### src/rtl/rtc_lect_bus.sv
// Reads the nine RTC time/date/timer registers in one sweep and commits them atomically.
// Latency: 9 REQ + 8 GAP + 1 COMMIT cycles minimum; done/err_to and r_* update on the edge leaving COMMIT/abort.
// Backpressure: each REQ holds rd_req until bus_done, aborting after TO_CYC idle cycles; start ignored while busy.
module rtc_lect_bus #(
    parameter int TO_CYC = 255
) (
    input  logic       clk,
    input  logic       clr,
    input  logic       start,
    input  logic       bus_done,
    input  logic [7:0] ad_in,
    output logic       rd_req,
    output logic [7:0] rd_adr,
    output logic       busy,
    output logic       done,
    output logic       err_to,
    output logic       bcd_err,
    output logic [7:0] r_h_s,
    output logic [7:0] r_h_m,
    output logic [7:0] r_h_h,
    output logic [7:0] r_f_d,
    output logic [7:0] r_f_m,
    output logic [7:0] r_f_a,
    output logic [7:0] r_t_s,
    output logic [7:0] r_t_m,
    output logic [7:0] r_t_h
);

    localparam logic [1:0] S_IDLE   = 2'd0;
    localparam logic [1:0] S_REQ    = 2'd1;
    localparam logic [1:0] S_GAP    = 2'd2;
    localparam logic [1:0] S_COMMIT = 2'd3;
    localparam logic [7:0] TO_LIM   = 8'(TO_CYC);
    localparam logic [3:0] IDX_LAST = 4'd8;

    logic [1:0]      state_q, state_d;
    logic [3:0]      idx_q, idx_d;
    logic [7:0]      cnt_q, cnt_d;
    logic [8:0][7:0] shd_q;
    logic [8:0][7:0] out_q;
    logic            done_q, err_to_q, bcd_err_q;
    logic            shd_we, commit, abort, clr_bcd, bcd_bad;

    function automatic logic [7:0] adr_of(input logic [3:0] idx);
        case (idx)
            4'd0:    adr_of = 8'h21;
            4'd1:    adr_of = 8'h22;
            4'd2:    adr_of = 8'h23;
            4'd3:    adr_of = 8'h24;
            4'd4:    adr_of = 8'h25;
            4'd5:    adr_of = 8'h26;
            4'd6:    adr_of = 8'h41;
            4'd7:    adr_of = 8'h42;
            default: adr_of = 8'h43;
        endcase
    endfunction

    always_comb begin
        state_d = state_q;
        idx_d   = idx_q;
        cnt_d   = cnt_q;
        shd_we  = 1'b0;
        commit  = 1'b0;
        abort   = 1'b0;
        clr_bcd = 1'b0;
        case (state_q)
            S_IDLE: begin
                if (start) begin
                    state_d = S_REQ;
                    idx_d   = 4'd0;
                    cnt_d   = 8'd0;
                    clr_bcd = 1'b1;
                end
            end
            S_REQ: begin
                // a bus_done landing on the limit cycle still counts as a good read
                if (bus_done) begin
                    shd_we = 1'b1;
                    cnt_d  = 8'd0;
                    if (idx_q == IDX_LAST) begin
                        state_d = S_COMMIT;
                    end else begin
                        state_d = S_GAP;
                        idx_d   = idx_q + 4'd1;
                    end
                end else if (cnt_q == TO_LIM) begin
                    state_d = S_IDLE;
                    cnt_d   = 8'd0;
                    abort   = 1'b1;
                end else begin
                    cnt_d = cnt_q + 8'd1;
                end
            end
            S_GAP: begin
                state_d = S_REQ;
            end
            default: begin
                commit  = 1'b1;
                state_d = S_IDLE;
            end
        endcase
    end

    always_comb begin
        bcd_bad = 1'b0;
        for (int i = 0; i < 9; i++) begin
            if ((shd_q[i][3:0] > 4'd9) || (shd_q[i][7:4] > 4'd9)) begin
                bcd_bad = 1'b1;
            end
        end
    end

    always_ff @(posedge clk or posedge clr) begin
        if (clr) begin
            state_q   <= S_IDLE;
            idx_q     <= 4'd0;
            cnt_q     <= 8'd0;
            shd_q     <= '0;
            out_q     <= '0;
            done_q    <= 1'b0;
            err_to_q  <= 1'b0;
            bcd_err_q <= 1'b0;
        end else begin
            state_q  <= state_d;
            idx_q    <= idx_d;
            cnt_q    <= cnt_d;
            done_q   <= commit;
            err_to_q <= abort;
            for (int i = 0; i < 9; i++) begin
                if (shd_we && (idx_q == 4'(i))) begin
                    shd_q[i] <= ad_in;
                end
            end
            if (commit) begin
                out_q     <= shd_q;
                bcd_err_q <= bcd_bad;
            end else if (clr_bcd) begin
                bcd_err_q <= 1'b0;
            end
        end
    end

    assign rd_req  = (state_q == S_REQ);
    assign rd_adr  = (state_q == S_IDLE) ? 8'h00 : adr_of(idx_q);
    assign busy    = (state_q != S_IDLE);
    assign done    = done_q;
    assign err_to  = err_to_q;
    assign bcd_err = bcd_err_q;

    assign r_h_s = out_q[0];
    assign r_h_m = out_q[1];
    assign r_h_h = out_q[2];
    assign r_f_d = out_q[3];
    assign r_f_m = out_q[4];
    assign r_f_a = out_q[5];
    assign r_t_s = out_q[6];
    assign r_t_m = out_q[7];
    assign r_t_h = out_q[8];

endmodule

### config.mk
export PLATFORM = sky130hd
export DESIGN_NAME = rtc_lect_bus
export DESIGN_NICKNAME = d
export VERILOG_FILES = /design/src/rtl/rtc_lect_bus.sv
export SDC_FILE = /design/constraint.sdc
export NUM_CORES = 1
export LEC_CHECK = 0
export BUFFER_PORTS_ARGS = -buffer_cell sky130_fd_sc_hd__buf_2
export CAP_MARGIN = 5
export CORE_UTILIZATION = 49
export CTS_CLUSTER_SIZE = 8
export DETAILED_ROUTE_END_ITERATION = 10
export GPL_TIMING_DRIVEN = 1
export PLACE_DENSITY = 0.73
export SLEW_MARGIN = 0
export SYNTH_ARGS = -nofsm -noshare
export SYNTH_HDL_FRONTEND = slang
export SYNTH_SLANG_ARGS = --single-unit
### constraint.sdc
create_clock -name clk -period 4.9 [get_ports clk]
set_input_delay 0.49 -clock clk [delete_from_list [all_inputs] [get_ports clk]]
set_output_delay 0.49 -clock clk [all_outputs]
set_load 0.01 [all_outputs]
======== Word level (Yosys, flattened, before mapping) ========
Memories as Yosys holds them, arrays and structs flattened.
Cells that the tools add are included.
cells by class
  divide/modulo/power cells ............... 0
  add/subtract/negate cells ............... 2
  $mul .................................... 0
  bitwise logic cells ..................... 0
  equality and inequality tests ........... 16
  mux-type cells .......................... 34
  shift-type cells ........................ 0
  reductions and logical operators ........ 26
  order comparisons ....................... 18
operator list
  kind                                                  number
  greater-than comparator 4 bit, second input constant  18
  two-way mux 8 bit                                     5
  two-way mux 1 bit                                     20
  equality test 4 x 3 -> 1 bit, second input constant   4
  case mux 8 bit (2 select lines)                       1
  two-way mux 4 bit                                     3
  logical AND 1 bit                                     9
  logical OR 1 bit                                      9
  adder 8 x 1 -> 8 bit, second input constant           1
  equality test 4 x 2 -> 1 bit, second input constant   2
  equality test 8 bit, second input constant            1
  case mux 4 bit (2 select lines)                       1
  two-way mux 2 bit                                     3
  != test 2 bit, second input constant                  3
  case mux 2 bit (3 select lines)                       1
  adder 4 x 1 -> 4 bit, second input constant           1
  equality test 4 x 1 -> 1 bit, second input constant   1
  equality test 4 bit, second input constant            1
  logical NOT 4 bit                                     1
  AND reduction 2 bit                                   2
  AND reduction 4 bit                                   1
  nonzero test 2 bit                                    2
  != test 3 x 2 -> 1 bit, second input constant         1
  OR reduction 3 bit                                    1
  4 further kinds                                       4
storage, ports and cells
  register bits after elaboration ......... 161
  logic and storage cells ................. 121
  output and inout bits ................... 85
  memory bits (writable) .................. 0
  bits in latches ......................... 0
  bits in read-only memories .............. 40
  memories ................................ 1
  input port bits ......................... 12
memories
  name              words  bits a word  rd ports  clocked after memory_dff  wr ports  line  RTL
  (name not given)  8      5            1         0                         0         45    case (idx)

======== Depth between registers and ports, before layout ========
  depth in word-level cells ............... 12
  gate-level depth with buffers ........... 6

======== Worst setup path before layout ========
OpenSTA, ideal clock, no wires.
  kind .................................... register to register
  start point ............................. register idx_q[0]
  end point ............................... register shd_q[64] (netlist name)
  library setup time ...................... 125 ps
  path buffers ............................ 0
  period minus slack after synthesis ...... 1721 ps
  required time ........................... 4775 ps
  stages on the path, launching flop included .. 6
  path slack .............................. 3179 ps
  arrival time ............................ 1596 ps
  cells stage by stage .................... dfrtp_1 inv_1 ha_1 nand3b_2 nor2_2 mux2_2
between the ends
  cells in the longest elaborated chain, start to end .. 2
RTL lines
  element                         line  RTL
  start: declaration              37    logic [3:0] idx_q, idx_d;
  start signal: assignment        125   idx_q <= idx_d;
  equality test 4 bit             130   if (shd_we && (idx_q == 4'(i))) begin
  logical AND 1 bit               130
  end signal: indexed assignment  131   shd_q[i] <= ad_in;
  end: declaration                39    logic [8:0][7:0] shd_q;
Every way passes these cells.
A chain may end at the register's enable or synchronous reset.

======== Final worst setup path ========
  start point ............................. register state_q[1]
  end point ............................... register out_q (netlist bit r_f_a[2])
between the ends
  cells in the longest elaborated chain, start to end .. 2
RTL lines
  element                                               line  RTL
  start: declaration                                    36    logic [1:0] state_q, state_d;
  start signal: assignment                              124   state_q <= state_d;
  equality test 2 x 1 -> 1 bit (tied with other cells)  66    case (state_q)
  OR reduction 3 bit (no line) *                        n/a
  end signal: assignment                                135   out_q <= shd_q;
  end: declaration                                      40    logic [8:0][7:0] out_q;
Mark *: on every way between the ends. The rest lies on a longest branch, timed or not.

==> reports/results.ini <==
[yosys]
synth.most_common_cell=dfrtp_1
ys_warn_count=0
ys_types=38
synth_area_leaders=dfrtp_1 61%, mux2_2 23%, mux2_4 2.7%, o21ai_0 1.9%, nand2_4 1.4%
ys_seq_area_frac=0.6143
synth-async-reset-ratio=1.000
netlist_instances=439
synth-edff-count=0
synth.cell_area_sq_mm=0.006559
avgSynthCellArea_sq_um=14.94
ys_ff_latch=161
synth_top_area_cell=dfrtp_1
synth.top_cell.area_share=0.6143
synth-main-ff-cell=dfrtp_1
synth_common_cells=161 x dfrtp_1, 132 x mux2_2, 25 x o21ai_0, 12 x mux2_4

[timing]
fin_tns_setup_ns=0
hold_violations=0
grt_setup_unrepaired=false
layout_setup_ws_ns=1.870
max_freq_mhz=330.0
timing.final.crit_share=0.6184
tightest_slew_ns=0.9287
slew_violations=0
slew_headroom=0.3794
fin_crit_ns=3.030
setup_viol=0
clock_skew_ns=0.005771

[worst_setup_path]
reg2reg_from=state_q[1]
end_kind=flop
startpoint=state_q[1]
crit_arrival_ns=3.32
cp_max_fo=41
startpoint_type=flop
critical_path_class=flop to flop
cp_data_required_time_ns=5.19

[clocking]
clock_latency_ns=0.41
htreeDepth=4
cts_sinks=161
cts_root_buf=clkbuf_16
clk_pin_slew_ns=0.06
cts_tree=done
ctsResizeCount=0
post_cts_buffers=0
ctsLongestPathBuffers=2
cts_buffers=17
hold_buffers=0

[final_layout]
area_delta_synth_final_pct=19.67
top_register=shd_q
largest_register_ffs=72
final_nets=559
diodes=0
drive_gt1_frac=0.5189

[floorplan]
dieArea_sq_mm=0.01385
rows=41
chipHeight_um=117.7
dieWidth_um=117.7
core-area_sq_mm=0.01282
start_util=0.5114
io_pins=97

[routing]
wl_per_cell_um=18.55
drtIter0Drc=152
dr.pass1.iters=4
vias=3875
postRouteAntennaNets=0
via_per_inst=5.330
drc=0
drt-total-wl_mm=13.49

[power_and_ir_drop]
p_sw_uw=1485
power.leakage_uw=0.004011
ir_drop_mv=0.3863
p_int_uw=3476
swShare=0.2993
clock_power_share=0.290
power_density_mw_per_mm2=632.0
seq_power_share=0.435
report.power.total_uw=4960
combPwrFrac=0.275

[placement]
place_congestion=0.7776
place_ws_ns=1.839
hpwlAfterDp_mm=9.284
portBuffers=93

[worst_hold_path]
hp-class=input port to async pin

[job]
cap_violations=0

[status]
status=finished, final reports clean

[global_routing]
grt_start_max_net_pins=71
grt_pass1_wl_mm=22.23
grt_pass1_vias=4169
grt_usage=0.2087
overflow=0
antenna_found_initial=0

==> metrics by stage <==
stage                     cells  area [sq um]    util  hold slack, ns
after floorplan             441          6566       -          0.4736
after global placement      695          7194  0.5610          0.4795
after detailed placement    695          7194  0.5610          0.4846
after CTS                   727          7849  0.6120          0.1983
after global routing        727          7849  0.6120          0.2191
final                       727          7849  0.6120          0.1708
==> placed cells by master (no fill, tap or decap), types with 7 or more instances in the layout <==
| cell | n |
|---|---|
| nor2_1 | 10 |
| o21ai_0 | 25 |
| nand2_4 | 8 |
| mux2_4 | 12 |
| inv_1 | 7 |
| clkbuf_16 | 17 |
| buf_2 | 93 |
| mux2_2 | 132 |
| a21oi_1 | 7 |
| dfrtp_1 | 161 |
| nand2_1 | 10 |
==> metal layers <==
layer  track usage  vias up  wire length (um)
met3       0.05523       19               664
li1              -     1771                 -
met1        0.2774     1981              6139
met5             0        -                 0
met2        0.3309      104              6439
met4       0.07372        0               242
==> critical path, stage by stage (launching register included) <==
cell,delay (ns)
dfrtp_1,0.58
nand2_1,0.64
inv_2,0.93
buf_4,0.36
mux2_2,0.36
==> final timing paths <==
kind,to,slack (ns),cells after the start
max,r_f_a[2],1.87,4
min,r_h_h[4],0.17,2
max reg2reg,r_f_a[2],1.87,4
min reg2reg,r_t_h[6],0.50,1
max in group asynchronous,r_t_h[6],3.65,3
min in group clk,state_q[0],0.38,3
==> power by group through the flow <==
stage	combinational (uW)	clock [uW]	sequential (uW)
CTS	1380	1460	2160
global placement	1330	0	2150
detailed placement	1370	0	2170
floorplan	862	0	2160
global route	1490	1510	2220
finish	1360	1440	2160
==> layout make-up <==
type | instances | area, sq um
Sequential cell | 161 | 4029
Clock inverter | 10 | 180.2
Multi-Input combinational cell | 256 | 2420
Timing Repair Buffer | 96 | 488.0
Tap cell | 172 | 215.2
Clock buffer | 22 | 474.2
Fill cell | 982 | 4976
Inverter | 10 | 42.54
==> logic make-up (layout without fill, tap and decap cells) <==
kind of cell,count (synthesis),in the layout,synth area share
AOI/OAI and AO/OA,42,42,0.03815
xor gates and xnor gates,4,4,0.005341
adders and majority gates,5,5,0.009538
buffers and inverters,24,138,0.01793
DFF,161,161,0.6143
muxes,145,145,0.2558
other,1,3,0.0005718
and+or+nand+nor,57,57,0.05838
Power figures use the tool's default switching activity.
